## config.mk

```make
export PLATFORM = sky130hd
export DESIGN_NAME = rgb_to_gray
export DESIGN_NICKNAME = d
export VERILOG_FILES = /design/src/rtl/rgb_to_gray.sv
export SDC_FILE = /design/constraint.sdc
export NUM_CORES = 1
export LEC_CHECK = 0
export CORE_AREA = 2 2 214 216
export DETAILED_ROUTE_END_ITERATION = 6
export DIE_AREA = 0 0 216 218
export PLACE_DENSITY = 0.56
export SYNTH_ARGS = -nofsm -noshare
export SYNTH_HDL_FRONTEND = slang
export SYNTH_SLANG_ARGS = --single-unit
export TNS_END_PERCENT = 5
```

## constraint.sdc

```tcl
create_clock -name clk -period 9.92 [get_ports clk]
set_input_delay 2.976 -clock clk [delete_from_list [all_inputs] [get_ports clk]]
set_output_delay 2.976 -clock clk [all_outputs]
set_load 0.03 [all_outputs]
```

## src/rtl/rgb_to_gray.sv

```systemverilog
// RGB888 byte stream to 8-bit gray; 4-byte width/height header passes through.
// Define RGB_TO_GRAY_ROUND_EN to round the weighted sum instead of truncating.
module rgb_to_gray #(
  parameter int unsigned COEF_R = 77,
  parameter int unsigned COEF_G = 150,
  parameter int unsigned COEF_B = 29
) (
  input  logic       clk,
  input  logic       rst,
  input  logic [7:0] data_in,
  input  logic       valid_in,
  output logic       ready_in,
  output logic [7:0] data_out,
  output logic       valid_out,
  input  logic       ready_out
);

  localparam logic [1:0] S_IDLE   = 2'd0;
  localparam logic [1:0] S_HEADER = 2'd1;
  localparam logic [1:0] S_PIXEL  = 2'd2;

  localparam logic [15:0] W_CR = 16'(COEF_R);
  localparam logic [15:0] W_CG = 16'(COEF_G);
  localparam logic [15:0] W_CB = 16'(COEF_B);

  logic [1:0]  r_state;
  logic [1:0]  r_hcnt;
  logic [1:0]  r_ch;
  logic [31:0] r_pix;
  logic [31:0] r_total;
  logic [15:0] r_width;
  logic [15:0] r_height;
  logic [7:0]  r_red;
  logic [7:0]  r_grn;

  logic        w_acc;
  logic [15:0] w_sum;
  logic [15:0] w_rnd;
  logic [7:0]  w_gray;
  logic [31:0] w_total;
  logic [31:0] w_pix_nxt;

  assign ready_in = !valid_out || ready_out;
  assign w_acc    = valid_in && ready_in;

  assign w_sum = W_CR * {8'd0, r_red}
               + W_CG * {8'd0, r_grn}
               + W_CB * {8'd0, data_in};

`ifdef RGB_TO_GRAY_ROUND_EN
  assign w_rnd = w_sum + 16'd128;
`else
  assign w_rnd = w_sum;
`endif

  assign w_gray    = w_rnd[15:8];
  // Height high byte is the byte being accepted on the last header beat
  assign w_total   = {16'd0, r_width} * {16'd0, data_in, r_height[7:0]};
  assign w_pix_nxt = r_pix + 32'd1;

  always_ff @(posedge clk or posedge rst) begin
    if (rst) begin
      r_state   <= S_IDLE;
      r_hcnt    <= 2'd0;
      r_ch      <= 2'd0;
      r_pix     <= 32'd0;
      r_total   <= 32'd0;
      r_width   <= 16'd0;
      r_height  <= 16'd0;
      r_red     <= 8'd0;
      r_grn     <= 8'd0;
      data_out  <= 8'd0;
      valid_out <= 1'b0;
    end else begin
      if (valid_out && ready_out) valid_out <= 1'b0;
      if (w_acc) begin
        unique case (1'b1)
          (r_state == S_IDLE): begin
            r_width[7:0] <= data_in;
            r_hcnt       <= 2'd1;
            r_ch         <= 2'd0;
            r_pix        <= 32'd0;
            data_out     <= data_in;
            valid_out    <= 1'b1;
            r_state      <= S_HEADER;
          end
          (r_state == S_HEADER): begin
            data_out  <= data_in;
            valid_out <= 1'b1;
            r_hcnt    <= r_hcnt + 2'd1;
            unique case (1'b1)
              (r_hcnt == 2'd1): r_width[15:8]  <= data_in;
              (r_hcnt == 2'd2): r_height[7:0]  <= data_in;
              default: begin
                r_height[15:8] <= data_in;
                r_total        <= w_total;
                r_pix          <= 32'd0;
                r_ch           <= 2'd0;
                r_state <= (w_total == 32'd0) ? S_IDLE : S_PIXEL;
              end
            endcase
          end
          (r_state == S_PIXEL): begin
            unique case (1'b1)
              (r_ch == 2'd0): begin
                r_red <= data_in;
                r_ch  <= 2'd1;
              end
              (r_ch == 2'd1): begin
                r_grn <= data_in;
                r_ch  <= 2'd2;
              end
              default: begin
                data_out  <= w_gray;
                valid_out <= 1'b1;
                r_ch      <= 2'd0;
                r_pix     <= w_pix_nxt;
                if (w_pix_nxt == r_total) r_state <= S_IDLE;
              end
            endcase
          end
          default: r_state <= S_IDLE;
        endcase
      end
    end
  end

endmodule

```

==> reports/qor.yml <==
place:
  gp_congestion: 0.8824
  dp_hpwl_um: 34790
  io_buffers: 21
run:
  drv.max_cap_violation_count: 0
hold_path:
  hold_depth: 2
  holdCritStartpoint: "data_out[1]"
  min_to: "data_out[1]"
  worst_hold_path_type: "reg -> reg"
synthesis:
  synth_cells: 1955
  synth-main-ff-cell: "dfrtp_1"
  ys_top_cells_by_count: "341 x inv_1, 249 x fa_1, 249 x nand2_1"
  synth-seq-area-share: 0.1676
  synth.most_common_cell: "inv_1"
  synth-edff-count: 0
  yosys_warnings: 0
  synth_cell_type_count: 73
  async_flop_share: 1.000
  synth.avg_cell_area_sq_um: 9.087
  yosysTopAreaCellShare: 0.2806
  synth_top_cell_by_area: "fa_1"
  syn-cell-area_sq_um: 17770
  synthTopCellsByArea: "fa_1 28%, dfrtp_1 17%, ha_1 13%"
  ys_ff_latch: 119
  synth_nets: 2407
worst_setup_path:
  crit_type: "in -> reg"
  startpoint: "data_in[0]"
  startpoint_type: "primary input"
  cp-end-kind: "register"
  r2r-end: "r_state[1]"
  r2r_setup_slack_ns: 2.89
  worst_r2r_startpoint: "r_height[7]"
  cp.arrival_ns: 9.90
  path_max_fanout: 14
  reg2reg_depth: 21
  required_ns: 10.24
cts:
  clock_sinks: 119
  hold_buffers: 0
  clock_insertion_delay_worst_skew_ns: 0.44
  cts.clk_slew.worst_paths_ns: 0.06
  cts_tree: "built"
  root_buffer: "clkbuf_16"
  post_cts_buffers: 0
  cts-buffers-inserted: 17
  cts_resized: 0
  cts_buffer_depth: 2
  cts-htree-levels: 4
finish:
  nNetsFinal: 2392
  post-route-util: 0.4285
  area_growth_pct: 8.290
  drive_gt1_frac: 0.06301
grt:
  grt_overflow: 0
  antenna_found_initial: 1
  first_global_vias: 13645
  grt_max_degree: 71
  grt_usage: 0.1974
  grt_pass1_wl_um: 73350
detailed_routing:
  wirelength_um: 44120
  drt_iter0_drc: 743
  first_pass_iters: 5
  routed_via_density: 5.139
  vias: 13121
  antenna_left: 0
  drc: 0
  routedWlPerCell_um: 17.28
floorplanning:
  initial_core_util: 0.3957
  core_sq_um: 44890
  die_w_um: 216
  fp.dieArea_sq_um: 47090
  die_height_um: 218
  io_pins: 22
  fp-row-count: 78
run_status:
  status: "finished, final reports clean"
sta:
  worst_pin_slew_ns: 1.160
  hold_ws_ns: 0.4819
  fin_worst_skew_ns: 0.01281
  post-route-period-util: 0.9653
  tns_ns: 0
  setup_viol: 0
  slew_viol_final: 0
  max_freq_ghz: 0.1044
  finalCriticalPeriod_ns: 9.576
  relSlewSlack: 0.2246
  hold_violations: 0
  rsz0062_at_grt: "no"
==> flip-flops by register name (all words and copies together), names as in the netlist <==
signal and cells:
r_red 8, r_grn 8, r_total 32, r_hcnt 2, r_ch 2, r_state 2, r_height 8, valid_out 1
data_out 8, r_pix 32, r_width 16
==> worst max-delay path, cell delays in order <==
cell             delay, ns
clkdlybuf4s50_1       0.66
buf_4                 0.32
nand2_1               0.11
fa_1                  0.52
fa_1                  0.52
inv_1                 0.05
fa_1                  0.55
fa_1                  0.43
fa_1                  0.50
inv_1                 0.05
fa_1                  0.49
inv_1                 0.05
ha_1                  0.37
a21oi_1               0.30
o21ai_0               0.20
o21bai_1              0.24
a221oi_1              0.44
o31ai_1               0.24
xor2_1                0.23
nor2_1                0.14
and4b_1               0.21
a31oi_1               0.08
a31o_1                0.23
==> layout make-up <==
class,instances,area [sq um]
Antenna cell,1,2.502
Clock buffer,20,466.7
Clock inverter,11,147.6
Fill cell,4432,25650
Inverter,341,1282
Multi-Input combinational cell,1420,13230
Sequential cell,119,2978
Tap cell,600,750.7
Timing Repair Buffer,41,385.4
==> kinds of logic (layout without fill, tap and decap cells) <==
group	after synthesis	after routing	synth area share
XOR/XNOR	100	100	0.04930
flip-flops	119	119	0.1676
AND/OR/NAND/NOR	583	583	0.1631
AO/OA/AOI/OAI	251	251	0.08719
buffers and inverters	416	413	0.08874
other	0	1	0
multiplexers	46	46	0.02895
adder cells (fa/ha/maj)	440	440	0.4151
==> stage by stage <==
step	setup slack [ns]	cell area [sq um]	std cells
after global routing	0.1876	19240	2553
final	0.3439	19240	2553
after floorplan	1.130	17770	1955
after CTS	0.3988	19240	2552
after global placement	-0.01239	18620	2521
after detailed placement	-0.05116	18620	2521
==> cell usage in the layout (no fill, tap or decap), types with 4 or more instances in the layout <==
master,synthesis,routed
a22o_1,4,4
nand4_1,11,11
xor2_1,40,40
o21a_1,10,10
dfrtp_1,119,119
a211oi_1,9,9
nand2b_1,11,11
and4_1,4,4
nor2_1,75,74
a31oi_1,7,7
or2_2,4,4
nor3_1,19,19
nand3_1,27,26
a21o_1,13,13
clkinvlp_4,0,4
nand2_1,249,249
nor2b_1,7,7
fa_1,249,249
mux2_2,43,43
o211a_1,5,5
xnor2_1,60,60
a21oi_1,48,48
and3_1,12,12
buf_4,1,18
clkbuf_16,0,17
and2_1,129,129
inv_1,341,340
nor4_1,7,6
o21ai_0,109,109
o31ai_1,15,15
clkdlybuf4s50_1,0,21
ha_1,191,191
==> per-layer routing <==
metal,global-route usage,up-vias,wire length (um)
met3,0.03013,51,1810
met2,0.3118,279,19710
met1,0.2828,6601,21730
met4,0.05183,0,863
met5,0,-,0
li1,-,6190,-
==> worst max-delay path by stage <==
stage / endpoint / slack [ns]
after floorplan: r_state[1] / 1.13
after global placement: r_state[1] / -0.01
after detailed placement: r_state[1] / -0.05
after CTS: r_state[1] / 0.40
after global routing: r_state[1] / 0.19
final: r_state[1] / 0.34
Power is left out: the tool's default activity adds up to more than one toggle a clock period on the data nets, which glitch-free logic cannot reach.
